<file path="config.mk">
export PLATFORM = sky130hd
export DESIGN_NAME = wrapped_instrumented_adder
export DESIGN_NICKNAME = d
export VERILOG_FILES = /design/src/rtl/wrapped_instrumented_adder.sv
export SDC_FILE = /design/constraint.sdc
export NUM_CORES = 1
export LEC_CHECK = 0
export BUFFER_PORTS_ARGS = -buffer_cell sky130_fd_sc_hd__buf_2
export CORE_MARGIN = 5
export CORE_UTILIZATION = 55
export DETAILED_ROUTE_END_ITERATION = 7
export MAX_ROUTING_LAYER = met4
export PLACE_DENSITY = 0.84
export SLEW_MARGIN = 40
export SYNTH_ARGS = -nofsm -noshare
export SYNTH_HDL_FRONTEND = slang
export SYNTH_SLANG_ARGS = --single-unit
</file>
<file path="constraint.sdc">
create_clock -name wb_clk_i -period 13.6 [get_ports wb_clk_i]
set_clock_uncertainty 0.15 [all_clocks]
set_input_delay 2.72 -clock wb_clk_i [delete_from_list [all_inputs] [get_ports wb_clk_i]]
set_output_delay 2.72 -clock wb_clk_i [all_outputs]
set_load 0.03 [all_outputs]
</file>
<file path="src/rtl/wrapped_instrumented_adder.sv">
// ----------------------------------------------------------------------------
// wrapped_instrumented_adder
//
// Purpose:
//   Instrumented 32-bit adder for the user-project harness. Selected bits of
//   operand A can be taken from an external pin (io_in[8]) or from the ring
//   node chain_out. chain_out is an inverted parity of selected sum bits, so
//   feeding it back through the adder makes a ring that toggles while running.
//   Rising edges of chain_out are counted over a programmable window, which
//   measures activity along the adder path.
//
// Ports:
//   wb_clk_i       clock, all state changes on the rising edge
//   wb_rst_n       synchronous active-low reset (wins over active=0)
//   active         project select; 0 freezes state and quiets all outputs
//   la1_data_in    [0] run, [1] clear, [4:2] load select
//   la1_oenb       a control bit in [4:0] is honoured only when its oenb bit is 0
//   la1_data_out   {30'b0, done, chain_out}
//   la2_data_in    load data
//   la2_oenb       unused
//   la2_data_out   current adder sum
//   la3_data_in    window length in clocks (0 = unlimited)
//   la3_oenb       unused
//   la3_data_out   chain_out rising-edge counter
//   io_in          io_in[8] is the external A-bit source
//   io_out         [9] chain_out, [10] run_q, all other bits 0
//   io_oeb         bits 9/10 driven (0) while active, everything else 1
//
// Handshake: there is no valid/ready interface. Loads and control bits are
// level-sensitive and sampled on every clock edge while active=1.
// ----------------------------------------------------------------------------
module wrapped_instrumented_adder (
  input  logic        wb_clk_i,
  input  logic        wb_rst_n,
  input  logic        active,
  input  logic [31:0] la1_data_in,
  output logic [31:0] la1_data_out,
  input  logic [31:0] la1_oenb,
  input  logic [31:0] la2_data_in,
  output logic [31:0] la2_data_out,
  input  logic [31:0] la2_oenb,
  input  logic [31:0] la3_data_in,
  output logic [31:0] la3_data_out,
  input  logic [31:0] la3_oenb,
  input  logic [37:0] io_in,
  output logic [37:0] io_out,
  output logic [37:0] io_oeb
);

  localparam logic [31:0] MASK_RESET = 32'h0000_1000;

  // Load-select encodings
  localparam logic [2:0] SEL_A    = 3'd1;
  localparam logic [2:0] SEL_B    = 3'd2;
  localparam logic [2:0] SEL_EXT  = 3'd3;
  localparam logic [2:0] SEL_RING = 3'd4;
  localparam logic [2:0] SEL_S    = 3'd5;

  // Registered state
  logic [31:0] a_input_q,   a_input_d;
  logic [31:0] b_input_q,   b_input_d;
  logic [31:0] ext_mask_q,  ext_mask_d;   // a_input_ext_bit_b
  logic [31:0] ring_mask_q, ring_mask_d;  // a_input_ring_bit_b
  logic [31:0] s_mask_q,    s_mask_d;     // s_output_bit_b
  logic        chain_q,     chain_d;
  logic        run_q,       run_d;
  logic        done_q,      done_d;
  logic [31:0] timer_q,     timer_d;
  logic [31:0] counter_q,   counter_d;

  // Control decode
  logic        run_cmd;
  logic        clear_cmd;
  logic        load_en;
  logic [2:0]  load_sel;

  assign run_cmd   = la1_data_in[0] & ~la1_oenb[0];
  assign clear_cmd = la1_data_in[1] & ~la1_oenb[1];
  assign load_en   = (la1_oenb[4:2] == 3'b000);
  assign load_sel  = la1_data_in[4:2];

  // Operand mux: external pin beats ring feedback, ring beats the A register.
  logic [31:0] a_eff;
  logic [31:0] sum;

  assign a_eff = (ext_mask_q & {32{io_in[8]}})
               | (~ext_mask_q & ((ring_mask_q & {32{chain_q}})
                                 | (~ring_mask_q & a_input_q)));

  assign sum = a_eff + b_input_q;

  // Window end: last run cycle of an N-clock window is timer == N-1.
  logic window_hit;
  assign window_hit = run_q && (la3_data_in != 32'd0) &&
                      (timer_q == (la3_data_in - 32'd1));

  always_comb begin
    a_input_d   = a_input_q;
    b_input_d   = b_input_q;
    ext_mask_d  = ext_mask_q;
    ring_mask_d = ring_mask_q;
    s_mask_d    = s_mask_q;
    timer_d     = timer_q;
    counter_d   = counter_q;
    done_d      = done_q;

    if (load_en) begin
      case (load_sel)
        SEL_A:    a_input_d   = la2_data_in;
        SEL_B:    b_input_d   = la2_data_in;
        SEL_EXT:  ext_mask_d  = la2_data_in;
        SEL_RING: ring_mask_d = la2_data_in;
        SEL_S:    s_mask_d    = la2_data_in;
        default:  ;
      endcase
    end

    // Ring node: inverted parity of the selected sum bits, held low when idle.
    chain_d = run_q ? ~^(sum & s_mask_q) : 1'b0;

    // done is checked as registered, so run_q falls one cycle after done rises.
    run_d = run_cmd & ~done_q;

    if (run_q) begin
      timer_d = timer_q + 32'd1;
      if (chain_d && !chain_q) begin
        counter_d = counter_q + 32'd1;
      end
    end

    if (window_hit) begin
      done_d = 1'b1;
    end

    // Clear has the last word over counting and window completion.
    if (clear_cmd) begin
      timer_d   = 32'd0;
      counter_d = 32'd0;
      done_d    = 1'b0;
    end
  end

  always_ff @(posedge wb_clk_i) begin
    if (!wb_rst_n) begin
      a_input_q   <= 32'd0;
      b_input_q   <= 32'd0;
      ext_mask_q  <= MASK_RESET;
      ring_mask_q <= MASK_RESET;
      s_mask_q    <= 32'd0;
      chain_q     <= 1'b0;
      run_q       <= 1'b0;
      done_q      <= 1'b0;
      timer_q     <= 32'd0;
      counter_q   <= 32'd0;
    end else if (active) begin
      a_input_q   <= a_input_d;
      b_input_q   <= b_input_d;
      ext_mask_q  <= ext_mask_d;
      ring_mask_q <= ring_mask_d;
      s_mask_q    <= s_mask_d;
      chain_q     <= chain_d;
      run_q       <= run_d;
      done_q      <= done_d;
      timer_q     <= timer_d;
      counter_q   <= counter_d;
    end
  end

  // Outputs are gated combinationally so they return the same cycle active does.
  always_comb begin
    la1_data_out = 32'd0;
    la2_data_out = 32'd0;
    la3_data_out = 32'd0;
    io_out       = 38'd0;
    io_oeb       = {38{1'b1}};
    if (active) begin
      la1_data_out = {30'd0, done_q, chain_q};
      la2_data_out = sum;
      la3_data_out = counter_q;
      io_out[9]    = chain_q;
      io_out[10]   = run_q;
      io_oeb[9]    = 1'b0;
      io_oeb[10]   = 1'b0;
    end
  end

  // Inputs that the harness provides but this block does not use.
  logic unused_inputs;
  assign unused_inputs = ^{la1_data_in[31:5], la1_oenb[31:5], la2_oenb,
                           la3_oenb, io_in[37:9], io_in[7:0]};

endmodule

</file>
[Yosys cells after proc, flatten, opt, wreduce, memory -nomap -nowiden]
Index checks and enable logic that the tools add are counted.
W data, S select, Z words.
Operators by class
  add/sub/neg operators: 4
  reduce and logical (&&, ||, !) cells: 18
  bitwise operators: 15
  equality and inequality tests: 6
  mux-type cells: 13
Operators with widths (number)
  $mux W32: 7
  $and A32 B32 Y32: 5
  $add A32 B1 Y32 const B: 2
  $not A32 Y32: 2
  $or A32 B32 Y32: 2
  $add A32 B32 Y32: 1
  $eq A32 B32 Y1: 1
  $reduce_bool A32 Y1: 1
  $reduce_xnor A32 Y1: 1
  $sub A32 B1 Y32 const B: 1
  $reduce_and A3 Y1: 6
  $eq A3 B2 Y1 const B: 2
  $eq A3 B3 Y1 const B: 2
  $mux W2: 3
  $reduce_bool A2 Y1: 3
  $reduce_and A2 Y1: 2
  $and A1 B1 Y1: 3
  $eq A3 B1 Y1 const B: 1
  $logic_and A1 B1 Y1: 3
  $logic_not A3 Y1: 1
  $mux W1: 3
  $not A1 Y1: 3
  $logic_not A1 Y1: 1
Storage, ports and cells
  register bits: 227
  logic and storage cells: 66

[Logic depth before layout (Yosys ltp)]
  depth after elaboration: 13
  gate-level depth with buffers: 20
  mapped depth without buffers: 18

[Least setup slack after synthesis]
No wires, ideal clock.
  path kind: input-to-output
  from: input io_in[8]
  to: output la2_data_out[22]
  arrival: 5.514 ns
  setup slack: 5.216 ns
  data required time: 10.730 ns
  path buffers: 1
  cell stages on the path: 12
  cell sequence: clkbuf_1 -> nand2_1 -> o21ai_0 -> ha_1 -> inv_1 -> fa_1 -> nand2b_1 -> a21oi_1 -> o2111ai_2 -> a311oi_2 -> nor3_1 -> nor3b_1
On the way
  longest elaborated chain between the ends: 4
RTL lines
  start, declared: RTL line 45  | input logic [37:0] io_in,
  $and A32 B32 Y32: RTL line 86  | assign a_eff = (ext_mask_q & {32{io_in[8]}})
  $or A32 B32 Y32: RTL line 87  | | (~ext_mask_q & ((ring_mask_q & {32{chain_q}})
  $add A32 B32 Y32: RTL line 90  | assign sum = a_eff + b_input_q;
  $mux W32: RTL line 176  | if (active) begin
  end, declared: RTL line 40  | output logic [31:0] la2_data_out,
No other way between the ends.

[Worst setup path in the final report]
  from: input io_in[8]
  to: output la2_data_out[26]
The elaborated chain is that of the path after synthesis.

==> results.sh <==
export IMPL_grt_pass1_wl_mm=60.5
export IMPL_drc=0
export IMPL_vias=12921
export IMPL_rows=58
export IMPL_switchingPower_w=0.000375
export IMPL_ys_types=73
export IMPL_status="finished, final reports clean"
export IMPL_first_pass_iters=8
export IMPL_synth_area_sq_um=14200
export IMPL_numCtsBuffers=26
export IMPL_final_common_cell="nand2_1"
export IMPL_crit_arrival_ps=6590
export IMPL_crit_path_cell_trace="buf_2, nand2_1, o21ai_0, ha_1, inv_1, fa_1, nand2b_1, a21oi_1, o2111ai_2, a311oi_2, nor2_1, o31ai_1, xor2_1, and2_1, buf_2"
export IMPL_criticalPathCategory="in2out"
export IMPL_core_sq_um=25300
export IMPL_worstSetupStartpointType="input pin"
export IMPL_hold_class="reg2reg"
export IMPL_cts_hold_fix_buffers=0
export IMPL_crit_required_ps=10730
export IMPL_rsz0062_at_grt="false"
export IMPL_drt_wl_total_mm=38.4
export IMPL_slew_headroom=0.451
export IMPL_pwr_share_comb=0.078
export IMPL_synth_edf_count=0
export IMPL_clkSinkCount=227
export IMPL_crit_top_cell="buf_2"
export IMPL_wl_per_cell_microns=16.9
export IMPL_slew_violations=0
export IMPL_synth_async_reset_ratio=0
export IMPL_hpwl_mm=26.5
export IMPL_layout_common_cells="445 x nand2_1, 227 x dfxtp_1, 162 x a21boi_0, 145 x buf_2, 102 x conb_1"
export IMPL_clock_path_buffers=3
export IMPL_dieHeight_microns=171
export IMPL_setup_viol_count_final=0
export IMPL_ys_seq_area_frac=0.320
export IMPL_hold_viol=0
export IMPL_power_frac_seq=0.434
export IMPL_antenna_left=0
export IMPL_fin_util=0.617
export IMPL_synth_cells=1842
export IMPL_dp_cells=2224
export IMPL_yosysWarnings=0
export IMPL_viasPerCell=5.68
export IMPL_power_density_nw_per_um2=98.5
export IMPL_place_port_buffers=147
export IMPL_die_w_microns=171
export IMPL_power_frac_clock=0.487
export IMPL_max_stage_delay_ps=630
export IMPL_fmax_mhz=106
export IMPL_die_area_sq_um=29200
export IMPL_clock_latency_ps=530
export IMPL_htreeDepth=1
export IMPL_period_minus_slack_ps=9460
export IMPL_io_pins=405
export IMPL_crit_family="compound AO/OA/AOI/OAI gates"
export IMPL_p_int_w=0.00117
export IMPL_antenna_found_initial=5
export IMPL_cts_resized=0
export IMPL_synth_flop_cell="dfxtp_1"
export IMPL_grt_overflow=0
export IMPL_cts_tree="built"
export IMPL_path_clk_slew_ps=60
export IMPL_setup_tns_ps=0
export IMPL_critPathMaxFanout=32
export IMPL_cp_end_kind="primary output"
export IMPL_grt_start_max_net_pins=109
export IMPL_final_nets=2191
export IMPL_post_route_period_util=0.696
export IMPL_globalRouteTotalUtil=0.256
export IMPL_swShare=0.244
export IMPL_cts_root_buf="clkbuf_16"
export IMPL_syn_avg_cell_area_sq_um=7.72
export IMPL_worstMarginPinSlew_ps=824
export IMPL_worst_path_buf_inv=3
export IMPL_fin_cells=2276
export IMPL_power_leakage_nw=6.08
export IMPL_grt_pass1_vias=12054
export IMPL_drtIter0Drc=1159
export IMPL_ys_seq_elements=227
export IMPL_holdWs_ps=313
export IMPL_area_growth_pct=9.98
export IMPL_globalplace_congestion=0.925
export IMPL_post_cts_buffers=0
export IMPL_max_cap_viol_count=0
export IMPL_initial_core_util=0.561
export IMPL_drive_above_1_share=0.119
export IMPL_cpMaxStageDelayCell="buf_2"
export IMPL_peakVddDrop_uv=79.4
## per-layer routing
metal | track usage | wire length [microns] | vias to the layer above
met1 | 0.340 | 16800 | 6119
met2 | 0.414 | 17800 | 490
met3 | 0.0282 | 2870 | 74
met4 | 0.0747 | 947 | 0
li1 | - | - | 6238
met5 | - | 0 | -
## registers in the layout, indices dropped and copies added, names as in the netlist
register and cells:
a_input_q 32, done_q 1, run_q 1, timer_q 32
chain_q 1, b_input_q 32, ring_mask_q 32, s_mask_q 32
ext_mask_q 32, counter_q 32
## through the flow
| stage | total power [W] | area, sq um | worst slack [ps] |
|---|---|---|---|
| global placement | 0.000799 | 14700 | 4310 |
| finish | 0.00154 | 15600 | 4140 |
| floorplan | 0.000790 | 14600 | 5220 |
| CTS | 0.00154 | 15600 | 4180 |
| global route | 0.00158 | 15600 | 3820 |
| detailed placement | 0.000802 | 14700 | 4220 |
## power groups by stage
stage / clock network (W) / logic [W] / registers, W
final: 0.000751 / 0.000121 / 0.000669
after global routing: 0.000784 / 0.000130 / 0.000669
after CTS: 0.000754 / 0.000119 / 0.000669
after detailed placement: 0 / 0.000118 / 0.000684
after global placement: 0 / 0.000116 / 0.000684
after floorplan: 0 / 0.000107 / 0.000683
## tightest hold or removal path: cells and delay by family (launching register included)
family	cells	cell delay [ps]
flops	1	300
simple gates	1	40
compound gates	1	60
## layout make-up
type / count / area, sq um
Antenna cell: 6 / 15.0
Clock inverter: 10 / 150
Fill cell: 2175 / 9690
Multi-Input combinational cell: 1487 / 8840
Sequential cell: 227 / 4540
Timing Repair Buffer: 158 / 827
Clock buffer: 36 / 769
Tap cell: 330 / 413
Inverter: 22 / 82.6
## path summary, 6_finish.rpt
| path | startpoint | to | slack, ps | cells past startpoint |
|---|---|---|---|---|
| max | io_in[8] | la2_data_out[26] | 4140 | 15 |
| min reg2reg | a_input_q[9] | a_input_q[9] | 310 | 2 |
| min | a_input_q[9] | a_input_q[9] | 310 | 2 |
| max reg2reg | chain_q | counter_q[12] | 7350 | 17 |
## synth_stat cells (all sizes together), types with 16 or more instances
library cell	number	area, sq um
nor2	99	372
inv	22	82.6
nand2b	16	108
xor2	55	482
clkbuf	91	343
and3	17	111
ha	35	438
a31oi	17	106
a21boi	162	1220
xnor2	45	394
nor3	19	95.1
a21oi	49	253
mux2i	43	430
nand4	19	134
o31ai	25	218
buf	115	845
nand2	446	1670
o21ai	98	490
dfxtp	227	4540
nand3	38	190
and2	59	369
## kinds of logic after synthesis
group / Yosys count / synth area share
DFF: 227 / 0.320
other: 2 / 0.000528
and+or+nand+nor: 780 / 0.249
adders and majority gates: 36 / 0.0322
muxes: 43 / 0.0303
AOI/OAI and AO/OA: 414 / 0.198
buffers and inverters: 228 / 0.0893
xor gates and xnor gates: 112 / 0.0808
Power figures use the tool's default switching activity.
